File: src/rtl/sna_frac_multiplier.sv
// rtl/sna_frac_multiplier.sv - sequential shift-and-add multiplier, 7-bit integer times Q0.8 fraction
// Optional macro ROUND_NEAREST_EN: int_val rounds half up instead of flooring.
module sna_frac_multiplier #(
   parameter int INT_W  = 7,
   parameter int FRAC_W = 8
) (
   input  logic                      clk,
   input  logic                      rst,
   input  logic                      start,
   input  logic [INT_W-1:0]          multiplicand,
   input  logic [FRAC_W-1:0]         frac_val,
   output logic                      busy,
   output logic                      done,
   output logic [INT_W+FRAC_W-1:0]   product,
   output logic [INT_W-1:0]          int_val
);

   localparam int P_W   = INT_W + FRAC_W;
   localparam int CNT_W = $clog2(FRAC_W);

   typedef enum logic [1:0] {IDLE, RUN, DONE} state_t;

   state_t             state, state_nxt;
   logic [CNT_W-1:0]   cnt;
   logic [INT_W-1:0]   mcand;
   logic [FRAC_W-1:0]  frac;
   logic [P_W-1:0]     acc, acc_nxt;
   logic               accept, last;

   // MSB-first: each new fraction bit weighs half of the previous one, so shift then add.
   assign acc_nxt = (acc << 1) + (frac[cnt] ? P_W'(mcand) : P_W'(0));

   always_comb begin
      state_nxt = state;
      accept    = 1'b0;
      last      = 1'b0;
      case (state)
         IDLE: begin
            if (start) begin
               accept    = 1'b1;
               state_nxt = RUN;
            end
         end
         RUN: begin
            if (cnt == '0) begin
               last      = 1'b1;
               state_nxt = DONE;
            end
         end
         DONE: begin
            if (start) begin
               accept    = 1'b1;
               state_nxt = RUN;
            end else begin
               state_nxt = IDLE;
            end
         end
         default: state_nxt = IDLE;
      endcase
   end

   always_ff @(posedge clk or posedge rst) begin
      if (rst) begin
         state   <= IDLE;
         cnt     <= '0;
         mcand   <= '0;
         frac    <= '0;
         acc     <= '0;
         product <= '0;
      end else begin
         state <= state_nxt;
         if (accept) begin
            mcand <= multiplicand;
            frac  <= frac_val;
            acc   <= '0;
            cnt   <= CNT_W'(FRAC_W - 1);
         end else if (state == RUN) begin
            acc <= acc_nxt;
            cnt <= cnt - CNT_W'(1);
            if (last) product <= acc_nxt;
         end
      end
   end

   assign busy = (state == RUN);
   assign done = (state == DONE);

`ifdef ROUND_NEAREST_EN
   // Adding half an LSB then flooring equals flooring plus the first fraction bit; max 126+1 fits.
   assign int_val = product[P_W-1:FRAC_W] + INT_W'(product[FRAC_W-1]);
`else
   assign int_val = product[P_W-1:FRAC_W];
`endif

endmodule

File: config.mk
export PLATFORM = sky130hd
export DESIGN_NAME = sna_frac_multiplier
export DESIGN_NICKNAME = d
export VERILOG_FILES = /design/src/rtl/sna_frac_multiplier.sv
export SDC_FILE = /design/constraint.sdc
export NUM_CORES = 1
export LEC_CHECK = 0
export ABC_AREA = 1
export BUFFER_PORTS_ARGS = -buffer_cell sky130_fd_sc_hd__buf_4
export CORE_MARGIN = 2
export CORE_UTILIZATION = 40
export DETAILED_ROUTE_END_ITERATION = 8
export PLACE_DENSITY = 0.68
export SLEW_MARGIN = 20
export SYNTH_ARGS = -nofsm -noshare
export SYNTH_HDL_FRONTEND = slang
export SYNTH_SLANG_ARGS = --single-unit
File: constraint.sdc
create_clock -name clk -period 3.1 [get_ports clk]
set_input_delay 0.31 -clock clk [delete_from_list [all_inputs] [get_ports clk]]
set_output_delay 0.31 -clock clk [all_outputs]
set_load 0.01 [all_outputs]
# After elaboration in Yosys (flattened, before gate mapping)

Index checks and enable logic that the tools add are counted.

Logic and storage cells: 35
RAM bits: 0
Register bits after elaboration: 49
Bits of input ports: 18
Memories kept: 0
Output and inout port bits: 24
Latch bits: 0
Memory bits (read-only): 0

Add/sub/neg operators: 2
Mux-type cells: 15
Equal/unequal tests: 4
Bitwise gates (word level): 1
Multiply operators: 0
$lt $le $gt $ge: 1
Shifts and indexed selects: 0
Div/mod/pow operators: 0
Reductions and logical operators: 6

Operators with widths:

| cell                | number |
|---|---|
| $mux 14             | 2 |
| $add 15x7->15       | 1 |
| $mux 7              | 1 |
| $mux 1              | 6 |
| $mux 3              | 2 |
| $pmux 2 s3          | 1 |
| $lt 3x4->1 const B  | 1 |
| $mux 2              | 2 |
| $bmux 1 s3          | 1 |
| $logic_not 3->1     | 1 |
| $reduce_and 3->1    | 1 |
| $sub 3x1->3 const B | 1 |
| $eq 2x1->1 const B  | 1 |
| $eq 2x2->1 const B  | 1 |
| $logic_not 2->1     | 1 |
| $ne 2x1->1 const B  | 1 |
| $ne 2x2->1 const B  | 1 |
| $reduce_and 2->1    | 1 |
| $reduce_bool 2->1   | 1 |
| $reduce_or 2->1     | 1 |
| $not 1->1           | 1 |

# Depth between registers and ports, before layout

Word-level depth: 6
Depth in mapped cells: 17
Depth with buffers taken out: 17

# Worst setup path before layout

Ideal clock, no wire load.

Path type: register to register
Start: register cnt[0]
End: register acc[13]
Buffers on the path: 0
Data arrival time: 2.121 ns
Period minus slack after synthesis: 2.239 ns
Library setup time: 0.118 ns
Stages on the path, launching flop included: 17
Setup slack: 0.861 ns
Data required time: 2.982 ns
Path through: dfrtp_1 inv_2 nor2_1 o211ai_2 nand2_2 nor2_1 ha_1 inv_1 fa_1 inv_1 nand3_1 nand3_2 nand2_1 nand2_1 nand3_1 nand3_1 nand2_1

Cells in the longest elaborated chain, start to end: 6

Ends and longest elaborated chain:

| item                         | RTL line | text |
|---|---|---|
| start: declaration           | 24       | `logic [CNT_W-1:0] cnt;` |
| start signal: assignment     | 76       | `cnt <= CNT_W'(FRAC_W - 1);` |
| start signal: assignment     | 79       | `cnt <= cnt - CNT_W'(1);` |
| $bmux 1 s3                   | 31       | `assign acc_nxt = (acc << 1) + (frac[cnt] ? P_W'(mcand) : P_W'(0));` |
| $mux 1 (not written as such) | 31       |  |
| $mux 7                       | 31       |  |
| $add 15x7->15                | 31       |  |
| $mux 14                      | 77       | `end else if (state == RUN) begin` |
| $mux 14                      | 72       | `if (accept) begin` |
| end signal: assignment       | 78       | `acc <= acc_nxt;` |
| end: declaration             | 27       | `logic [P_W-1:0] acc, acc_nxt;` |

Every way passes these cells. The select of a mux whose other input is x is not followed.
A chain may end at the register's enable or synchronous reset.

# Worst setup path after layout

Start: register cnt[0]
End: register product[13]

Cells in the longest elaborated chain, start to end: 4
Elaborated cells between the ends (all ways): 8
Classes of those cells: 1 x add/sub; 5 x mux; 2 x reduce/logical

Ends and longest elaborated chain:

| item                                              | RTL line | text |
|---|---|---|
| $bmux 1 s3 or $logic_not 3->1 (tied branches)     | 31, 45   |  |
| $mux 1, on equally long branches                  | 31, 45   |  |
| $mux 7 or $mux 1 (tied branches)                  | 31, 37   |  |
| $add 15x7->15 or $reduce_and 3->1 (tied branches) | -        |  |
| end signal: assignment                            | 80       | `if (last) product <= acc_nxt;` |
| end: declaration                                  | 14       | `output logic [INT_W+FRAC_W-1:0] product,` |

Several ways; a longest one is shown, not always the timed one. The select of a mux whose other input is x is not followed.

==> metrics <==
layout cells sized above 1 19.2%; clock skew 9.73 ps; CP endpoint kind register; Slew Viols, Final 0; ys flop type dfrtp_1; count leader, synth nand2_1; HPWL Detailed 4120 um; Nets 395; post-CTS setup buffer count 0; DR iter-0 viols 109; Clock Sinks 49; fmax 0.390 GHz; clock power share 12.8%; Fin Setup TNS 0 ps; Power Density 1020 nW/um^2; Placeable Area 6350 um^2; Seq pwr share 36.8%; Seq/Total Area, Yosys 46.9%; top cells by area, synth dfrtp_1, nand2_1, nand3_1; die width 84.8 um; grt ovf 0; most frequent cells after synthesis nand2_1, dfrtp_1, inv_1, nand3_1; reg2reg path depth 16; io pins 42; CTS Hold Buffers Added 0; setup violators final 0; MaxCap Viol Count 0; router iterations before antenna repair 4; RSZ-0062 raised after global routing false; P_leak 1.61 nW; P_int 1.69 mW; Comb power frac 50.5%; EDFF count, synth 0; area occupied by multi-input gates 1130 um^2; crit share post-route 82.8%; Fill cells 659; Startpoint Class register; die area 7190 um^2; fin crit period 2570 ps; CP Data Arrival Time 2780 ps; final hold vios 0; Crit Path Category register to register; Antenna Cells 0; Port-buffer cells 41; post-DR wirelength/cell 12.6 um; via count 2144; clock tree buffer depth 2; Reg area 1230 um^2; Area Overhead vs Synth 15.1%; Total Wirelength 5610 um; Switch Pwr 1.37 mW; vias per inst 4.81; post-synthesis register bit count 49; Final Hold Slack 141 ps; status finished, final reports clean; top cell type by total area after synthesis dfrtp_1; Ys Warns 0; post-CTS resize count 0; post-synth cell types 32; Clock Pin Slew Worst Setup and Hold Paths 100 ps; final core utilization 47.4%; total track usage 16.6%; Worst-Skew Late Latency 320 ps; Mean Syn Cell Area 7.80 um^2; crit-path max FO 8; H-Tree Depth 2; GP Congestion 0.887; largest net degree at the start of global routing 50; Syn Std Cell Area 2610 um^2; initial antenna violation count 0; Yosys top cell area share 46.9%; TritonCTS Buffers 5; DRC 0; Slew headroom 42.4%; CTS root buffer clkbuf_8; Worst Hold Class input pin to async pin; syn_nets 362; Net Sw Frac 44.8%; Final Total Pwr 3.06 mW; die height 84.8 um; vias in the first global route 2106; WP data required 3310 ps; post-route ant nets 0; first-pass GRT wire length 9600 um; Async SR Flop Fraction 100%; synthesized instance count 335; Initial Util 41.1%; VDD IR-drop max 0.358 mV; CTS tree yes; Least-Margin Pin Slew 862 ps; std cell rows 29
==> state kept, by name, summed over array words and instances, names as in the netlist <==
signal,count
acc,14
cnt,3
frac,8
mcand,7
product,15
state,2
==> power groups by stage <==
stage	sequential [mW]	clock [mW]	combinational, mW
floorplan	1.13	0	1.12
global placement	1.13	0	1.54
detailed placement	1.14	0	1.56
CTS	1.13	0.402	1.57
global route	1.16	0.427	1.76
finish	1.13	0.391	1.55
==> layer usage <==
layer	global-route usage, %	wire, um	vias up
met3	3.21	215	7
li1	-	-	1107
met2	28.1	2760	39
met4	4.33	65	0
met5	0	0	-
met1	22.1	2580	991
==> worst paths after layout <==
path / slack [ps] / startpoint / to
worst min-delay path: 140 / rst / mcand[2]$_DFFE_PP0P_
worst max-delay path: 530 / cnt[0]$_DFFE_PP0P_ / product[13]$_DFFE_PP0P_
max in group asynchronous: 2440 / rst / acc[9]$_DFFE_PP0P_
min in group clk: 180 / frac_val[6] / frac[6]$_DFFE_PP0P_
worst max register to register: 530 / cnt[0]$_DFFE_PP0P_ / product[13]$_DFFE_PP0P_
worst min register to register: 490 / frac[3]$_DFFE_PP0P_ / frac[3]$_DFFE_PP0P_
==> logic make-up after synthesis <==
group,count (synthesis),share of synthesized area (%)
buf+inv,56,9.72
xor+xnor,3,1.01
simple gates,187,31.0
compound gates,31,6.71
flops,49,46.9
fa+ha+maj,9,4.60
==> layout by cell type (no fill, tap or decap), drive strengths merged <==
cell type  count
fa             1
xnor2          2
nand2        123
dfrtp         49
clkbuf         5
nand3b         2
inv           40
nand3         30
nand4          3
and2           1
clkinv         3
buf           41
or2            3
nor3           3
a22oi          1
o21ai         23
nor2          22
a31oi          1
ha             8
xor2           1
o22ai          1
o211ai         2
clkinvlp       1
a21oi          3
==> worst max-delay path: stages, from the launching register on <==
cell      delay [ps]
dfrtp_1          440
inv_2            140
nor2_1            70
o211ai_2         220
nand2_2          130
nor2_1           140
ha_1             190
inv_1             50
fa_1             400
inv_1             90
nand3_1           80
nand3_2          110
nand2_1           80
nand2_1           90
nand3_1           90
nand3_1           90
nand2_1           50
==> cell type report <==
class | instances | area share, %
clock buffer | 5 | 2.29
clock inverter | 3 | 0.707
inverter | 41 | 5.16
multi-input combinational | 230 | 37.6
sequential | 49 | 40.8
tap | 77 | 3.20
timing repair buffer | 41 | 10.2
==> through the flow <==
step | cells | instance area, um^2 | worst slack (ps)
floorplan | 335 | 2610 | 861
global placement | 438 | 2920 | 712
detailed placement | 438 | 2920 | 585
CTS | 446 | 3010 | 529
global route | 446 | 3010 | 259
finish | 446 | 3010 | 534
(Power assumes the default switching activity.)
